**src/rtl/wb_arb_pkg.sv**
```systemverilog
// Shared definitions for the round-robin Wishbone arbiter: FSM state
// encoding and the sizing helper for the no-ack watchdog counter.
package wb_arb_pkg;

    typedef enum logic [1:0] {
        ARB_IDLE    = 2'd0,
        ARB_BUSY    = 2'd1,
        ARB_TIMEOUT = 2'd2
    } arb_state_t;

    // Bits needed to count from 0 up to timeout_cycles inclusive; a disabled
    // watchdog (0) still gets a one-bit counter so the declaration stays legal.
    function automatic int wdog_width(input int timeout_cycles);
        if (timeout_cycles < 1) begin
            return 1;
        end
        return $clog2(timeout_cycles + 1);
    endfunction

endpackage

```
**src/rtl/rr_pick.sv**
```systemverilog
// Combinational round-robin picker: returns the first requester at or after
// the pointer, scanning upward and wrapping from NUM_MASTERS-1 back to 0.
module rr_pick
    import wb_arb_pkg::*;
#(
    parameter  int NUM_MASTERS = 2,
    localparam int IDX_W       = $clog2(NUM_MASTERS)
) (
    input  logic [NUM_MASTERS-1:0] req_i,
    input  logic [IDX_W-1:0]       ptr_i,
    output logic [NUM_MASTERS-1:0] gnt_o,
    output logic [IDX_W-1:0]       idx_o
);

    int   cand;
    logic found;

    // Walk the requesters in priority order starting at the pointer; the
    // first hit wins and later hits are masked by the found flag.
    always_comb begin
        gnt_o = '0;
        idx_o = '0;
        found = 1'b0;
        cand  = 0;
        for (int i = 0; i < NUM_MASTERS; i++) begin
            cand = int'(ptr_i) + i;
            if (cand >= NUM_MASTERS) begin
                cand = cand - NUM_MASTERS;
            end
            if (!found && req_i[cand]) begin
                found       = 1'b1;
                gnt_o[cand] = 1'b1;
                idx_o       = IDX_W'(cand);
            end
        end
    end

endmodule

```
**src/rtl/wb_rr_arbiter.sv**
```systemverilog
// Round-robin Wishbone arbiter: one granted master per cyc tenure is muxed
// onto the shared slave, ack/err are steered back to it alone, and a watchdog
// ends tenures whose slave never answers a strobe.
module wb_rr_arbiter
    import wb_arb_pkg::*;
#(
    parameter int NUM_MASTERS    = 2,
    parameter int BUS_DATA_WIDTH = 32,
    parameter int BUS_ADDR_WIDTH = 8,
    parameter int TIMEOUT_CYCLES = 255
) (
    input  logic                                     wb_clk_i,
    input  logic                                     wb_rst_i,
    input  logic [NUM_MASTERS-1:0]                   m_cyc_i,
    input  logic [NUM_MASTERS-1:0]                   m_stb_i,
    input  logic [NUM_MASTERS-1:0]                   m_we_i,
    input  logic [NUM_MASTERS*(BUS_DATA_WIDTH/8)-1:0] m_sel_i,
    input  logic [NUM_MASTERS*BUS_ADDR_WIDTH-1:0]    m_adr_i,
    input  logic [NUM_MASTERS*BUS_DATA_WIDTH-1:0]    m_dat_i,
    output logic [BUS_DATA_WIDTH-1:0]                m_dat_o,
    output logic [NUM_MASTERS-1:0]                   m_ack_o,
    output logic [NUM_MASTERS-1:0]                   m_err_o,
    output logic                                     s_cyc_o,
    output logic                                     s_stb_o,
    output logic                                     s_we_o,
    output logic [BUS_DATA_WIDTH/8-1:0]              s_sel_o,
    output logic [BUS_ADDR_WIDTH-1:0]                s_adr_o,
    output logic [BUS_DATA_WIDTH-1:0]                s_dat_o,
    input  logic [BUS_DATA_WIDTH-1:0]                s_dat_i,
    input  logic                                     s_ack_i,
    input  logic                                     s_err_i,
    output logic [NUM_MASTERS-1:0]                   grant_o
);

    localparam int BYTE_ENABLES = BUS_DATA_WIDTH / 8;
    localparam int IDX_W        = $clog2(NUM_MASTERS);
    localparam int WD_W         = wdog_width(TIMEOUT_CYCLES);
    localparam logic [WD_W:0] WD_LIMIT = (WD_W + 1)'(TIMEOUT_CYCLES);

    arb_state_t             state_q, state_d;
    logic [NUM_MASTERS-1:0] grant_q, grant_d;
    logic [IDX_W-1:0]       gidx_q, gidx_d;
    logic [IDX_W-1:0]       ptr_q, ptr_d;
    logic [WD_W-1:0]        wdog_q, wdog_d;

    logic [NUM_MASTERS-1:0] req;
    logic [NUM_MASTERS-1:0] pick_gnt;
    logic [IDX_W-1:0]       pick_idx;
    logic [IDX_W-1:0]       ptr_after;
    logic [WD_W:0]          wdog_inc;
    logic                   g_cyc, g_stb, busy, tmo;

    assign req       = m_cyc_i & m_stb_i;
    assign g_cyc     = m_cyc_i[gidx_q];
    assign g_stb     = m_stb_i[gidx_q];
    assign busy      = (state_q == ARB_BUSY);
    assign tmo       = (state_q == ARB_TIMEOUT);
    assign wdog_inc  = {1'b0, wdog_q} + 1'b1;
    assign ptr_after = (gidx_q == IDX_W'(NUM_MASTERS - 1)) ? '0 : gidx_q + 1'b1;

    rr_pick #(
        .NUM_MASTERS (NUM_MASTERS)
    ) u_pick (
        .req_i (req),
        .ptr_i (ptr_q),
        .gnt_o (pick_gnt),
        .idx_o (pick_idx)
    );

    // Next-state logic: grant from IDLE, release on cyc low, watchdog count.
    always_comb begin
        state_d = state_q;
        grant_d = grant_q;
        gidx_d  = gidx_q;
        ptr_d   = ptr_q;
        wdog_d  = '0;
        case (state_q)
            ARB_IDLE: begin
                if (|req) begin
                    grant_d = pick_gnt;
                    gidx_d  = pick_idx;
                    state_d = ARB_BUSY;
                end
            end
            ARB_BUSY: begin
                if (!g_cyc) begin
                    state_d = ARB_IDLE;
                    grant_d = '0;
                    ptr_d   = ptr_after;
                end else if (g_stb && !s_ack_i && !s_err_i && (TIMEOUT_CYCLES != 0)) begin
                    if (wdog_inc == WD_LIMIT) begin
                        state_d = ARB_TIMEOUT;
                    end else begin
                        wdog_d = wdog_inc[WD_W-1:0];
                    end
                end
            end
            ARB_TIMEOUT: begin
                if (!g_cyc) begin
                    state_d = ARB_IDLE;
                    grant_d = '0;
                    ptr_d   = ptr_after;
                end
            end
            default: begin
                state_d = ARB_IDLE;
                grant_d = '0;
            end
        endcase
    end

    // State registers; the asynchronous clear drops every output at once.
    always_ff @(posedge wb_clk_i or posedge wb_rst_i) begin
        if (wb_rst_i) begin
            state_q <= ARB_IDLE;
            grant_q <= '0;
            gidx_q  <= '0;
            ptr_q   <= '0;
            wdog_q  <= '0;
        end else begin
            state_q <= state_d;
            grant_q <= grant_d;
            gidx_q  <= gidx_d;
            ptr_q   <= ptr_d;
            wdog_q  <= wdog_d;
        end
    end

    // Slave-side mux: only a BUSY tenure reaches the slave.
    always_comb begin
        s_cyc_o = busy & g_cyc;
        s_stb_o = busy & g_stb;
        s_we_o  = busy & m_we_i[gidx_q];
        s_sel_o = busy ? m_sel_i[gidx_q*BYTE_ENABLES +: BYTE_ENABLES] : '0;
        s_adr_o = busy ? m_adr_i[gidx_q*BUS_ADDR_WIDTH +: BUS_ADDR_WIDTH] : '0;
        s_dat_o = busy ? m_dat_i[gidx_q*BUS_DATA_WIDTH +: BUS_DATA_WIDTH] : '0;
        m_dat_o = (busy || tmo) ? s_dat_i : '0;
    end

    // Master-side steering: ack/err reach the granted master only; in TIMEOUT
    // the error level follows that master's strobe, like a held slave ack.
    generate
        for (genvar gi = 0; gi < NUM_MASTERS; gi++) begin : g_resp
            assign m_ack_o[gi] = busy & grant_q[gi] & s_ack_i;
            assign m_err_o[gi] = grant_q[gi] & ((busy & s_err_i) | (tmo & m_stb_i[gi]));
        end
    endgenerate

    assign grant_o = grant_q;

endmodule

```
**config.mk**
```make
export PLATFORM = sky130hd
export DESIGN_NAME = wb_rr_arbiter
export DESIGN_NICKNAME = d
export VERILOG_FILES = /design/src/rtl/wb_arb_pkg.sv /design/src/rtl/rr_pick.sv /design/src/rtl/wb_rr_arbiter.sv
export SDC_FILE = /design/constraint.sdc
export NUM_CORES = 1
export LEC_CHECK = 0
export BUFFER_PORTS_ARGS = -buffer_cell sky130_fd_sc_hd__buf_4
export CELL_PAD_IN_SITES_DETAIL_PLACEMENT = 1
export CELL_PAD_IN_SITES_GLOBAL_PLACEMENT = 1
export CORE_ASPECT_RATIO = 2
export CORE_UTILIZATION = 19
export CTS_CLUSTER_SIZE = 16
export DETAILED_ROUTE_END_ITERATION = 12
export GPL_ROUTABILITY_DRIVEN = 0
export PLACE_DENSITY = 0.9
export SLEW_MARGIN = 20
export SYNTH_ARGS = -nofsm -noshare
export SYNTH_HDL_FRONTEND = slang
export SYNTH_SLANG_ARGS = --single-unit
```
**constraint.sdc**
```tcl
create_clock -name wb_clk_i -period 2 [get_ports wb_clk_i]
set_input_delay 0.3 -clock wb_clk_i [delete_from_list [all_inputs] [get_ports wb_clk_i]]
set_output_delay 0.3 -clock wb_clk_i [all_outputs]
set_load 0.1 [all_outputs]
```
==> results.cfg <==
[setup_path]
arrival_ns = 2.15
criticalPathCategory = reg2reg
r2r_setup_slack_ns = -0.02
end_kind = flip-flop
cp_max_fo = 2
setup.worst_path.start_class = flip-flop
required_ns = 2.13

[clock_network]
cts_max_level = 1
clk_latency_ns = 0.25
clk_pin_slew_worst_paths_ns = 0.05
clk_path_buf_depth = 2
clock_sinks = 14
cts_buffers = 3
cts_tree = yes
hold_buffers = 0
cts-root-buf = clkbuf_16

[route]
first_iter_violations = 70
antenna_left = 0
routed-via-count = 2464
drt-total-wl_mm = 8.43
drc_errors = 0
post_drt_wl_per_cell_um = 15.5
vias_per_cell = 4.54
dr.pass1.iters = 6

[sta]
worst_slew_pin_slew_ns = 0.547
fmax_mhz = 495
finalClockSkew_ns = 0.000598
fin_crit_sh = 1.01
slew_viol_final = 0
finalSetupViolCount = 3
rsz0062_at_grt = true
slew_headroom = 0.635
fin_tns_setup_ns = -0.0313
finalCriticalPeriod_ns = 2.02
setup_ws_ns = -0.0187
hold_viol_final = 0

[synth]
syn_area_sq_um = 1810
synth_ff_type = dfrtp_1
ys_ff_latch = 14
synth_edf_count = 0
synth_warnings = 0
yosys.cell_types.count = 34
async_flop_share = 1.00
avgSynthCellArea_sq_um = 8.13
syn_inst = 222
yosysSeqAreaShare = 0.194
syn_nets = 357

[grt]
antenna_found_initial = 0
grt_max_degree = 33
grt_first_pass_wirelength_mm = 13.1
grt-ovfl-total = 0
grt_use_total = 0.167
grt_pass1_vias = 2713

[finish]
syn2layout_area_growth_pct = 138
final_cell_count_no_fill = 543
drive_above_1_share = 0.745
fill_cells = 1049
finalNetCount = 575
post-route-util = 0.461
num_antenna_cells = 0

[floorplanning]
fp.dieArea_sq_um = 9920
dieWidth_um = 70.9
initial_core_util = 0.194
io_pins = 215
rows = 50
design.core.area_sq_um = 9320
fp.dieH_um = 140

[placed_design]
hpwl_mm = 7.24
dpl.cell_count = 538
place.port_buffers = 214
dp_slack_ns = -0.0557

[status]
violations = setup timing
status = complete, but fails checks

[job]
cap_viol_max_count = 0

[min_path]
hp-class = in2async
[registers in the layout, summed over array words and instances, names as in the netlist]
register and cells:
gidx_q 1, grant_o 2, ptr_q 1, state_q 2
wdog_q 8
[metrics by stage]
stage | hold slack (ns) | instance area (sq um)
2_1_floorplan | 0.189 | 2180
5_1_grt | 0.156 | 4300
3_5_place_dp | 0.392 | 3990
6_report | 0.0999 | 4300
4_1_cts | 0.134 | 4240
3_3_place_gp | 0.370 | 3990
[cell usage in the layout (no fill, tap or decap), types with 3 or more instances in the layout]
cell type and instances:
buf_12 5, nor2_1 6, o21ai_0 5, a21oi_1 3, dfrtp_1 12, buf_8 3
nand2_1 9, clkbuf_16 3, nor2b_4 40, and2_2 30, buf_6 32, nor2b_2 7
xor2_1 4, inv_1 8, buf_4 187, mux2i_1 45, nand3_1 3
[layout make-up]
cell class	count	area, sq um	share of cell area
repair buffers	227	1910	0.444
inverters	8	30.0	0.00699
multi-input cells	186	1790	0.416
well taps	104	130	0.0303
clock buffers	4	88.8	0.0207
flip-flops and latches	14	353	0.0821
[cell usage after synthesis (all sizes together), types with 2 or more instances]
cell type / instances / area, sq um
nor2b: 47 / 294
and2: 32 / 200
nand2: 10 / 40.0
ha: 5 / 62.6
nand3: 4 / 25.0
mux2i: 47 / 470
o211ai: 2 / 20.0
clkbuf: 10 / 37.5
nor3: 2 / 10.0
inv: 8 / 30.0
dfrtp: 14 / 350
buf: 4 / 18.8
xor2: 4 / 35.0
o21ai: 5 / 25.0
and3: 2 / 12.5
nor2: 8 / 30.0
a21boi: 2 / 15.0
a21oi: 4 / 20.0
[critical path, stage by stage (launching register included)]
cell	delay [ns]
dfrtp_1	0.36
ha_2	0.19
nand3_2	0.07
or3_4	0.34
a2111o_1	0.40
o31ai_2	0.20
mux2_1	0.34
[kinds of logic (layout without fill, tap and decap cells)]
family                   count (synthesis)  count (layout)  share of synthesized area
AND/OR/NAND/NOR                        109             109                      0.357
multiplexers                            48              48                      0.267
buffers and inverters                   22             239                     0.0478
AO/OA/AOI/OAI                           19              19                     0.0755
flip-flops                              14              14                      0.194
adder cells (fa/ha/maj)                  5               5                     0.0347
XOR/XNOR                                 5               5                     0.0243
[what timing repair did]
action | in CTS | in global routing
endpoints found under the setup margin | 65 | 77
pin swaps | 1 | 1
cloned | 0 | 0
resized for setup | 40 | 13
setup buffers | 0 | 1
[worst paths after layout]
kind	start	endpoint	cells after the start
min	wb_rst_i	wdog_q[0]	2
min in group wb_clk_i	m_cyc_i[1]	ptr_q	3
max in group asynchronous	wb_rst_i	grant_o[1]	2
max reg2reg	wdog_q[0]	state_q[0]	6
max	wdog_q[0]	state_q[0]	6
min reg2reg	state_q[1]	state_q[1]	1
[routing by layer]
metal / wire [um] / track usage / vias to the layer above
li1: - / - / 1182
met1: 2510 / 0.143 / 1149
met2: 5150 / 0.350 / 116
met3: 544 / 0.0391 / 17
met4: 228 / 0.0642 / 0
met5: 0 / 0 / -
Power is not shown: default switching activity piles up to over one toggle a cycle in this logic, so the estimate is an artifact.
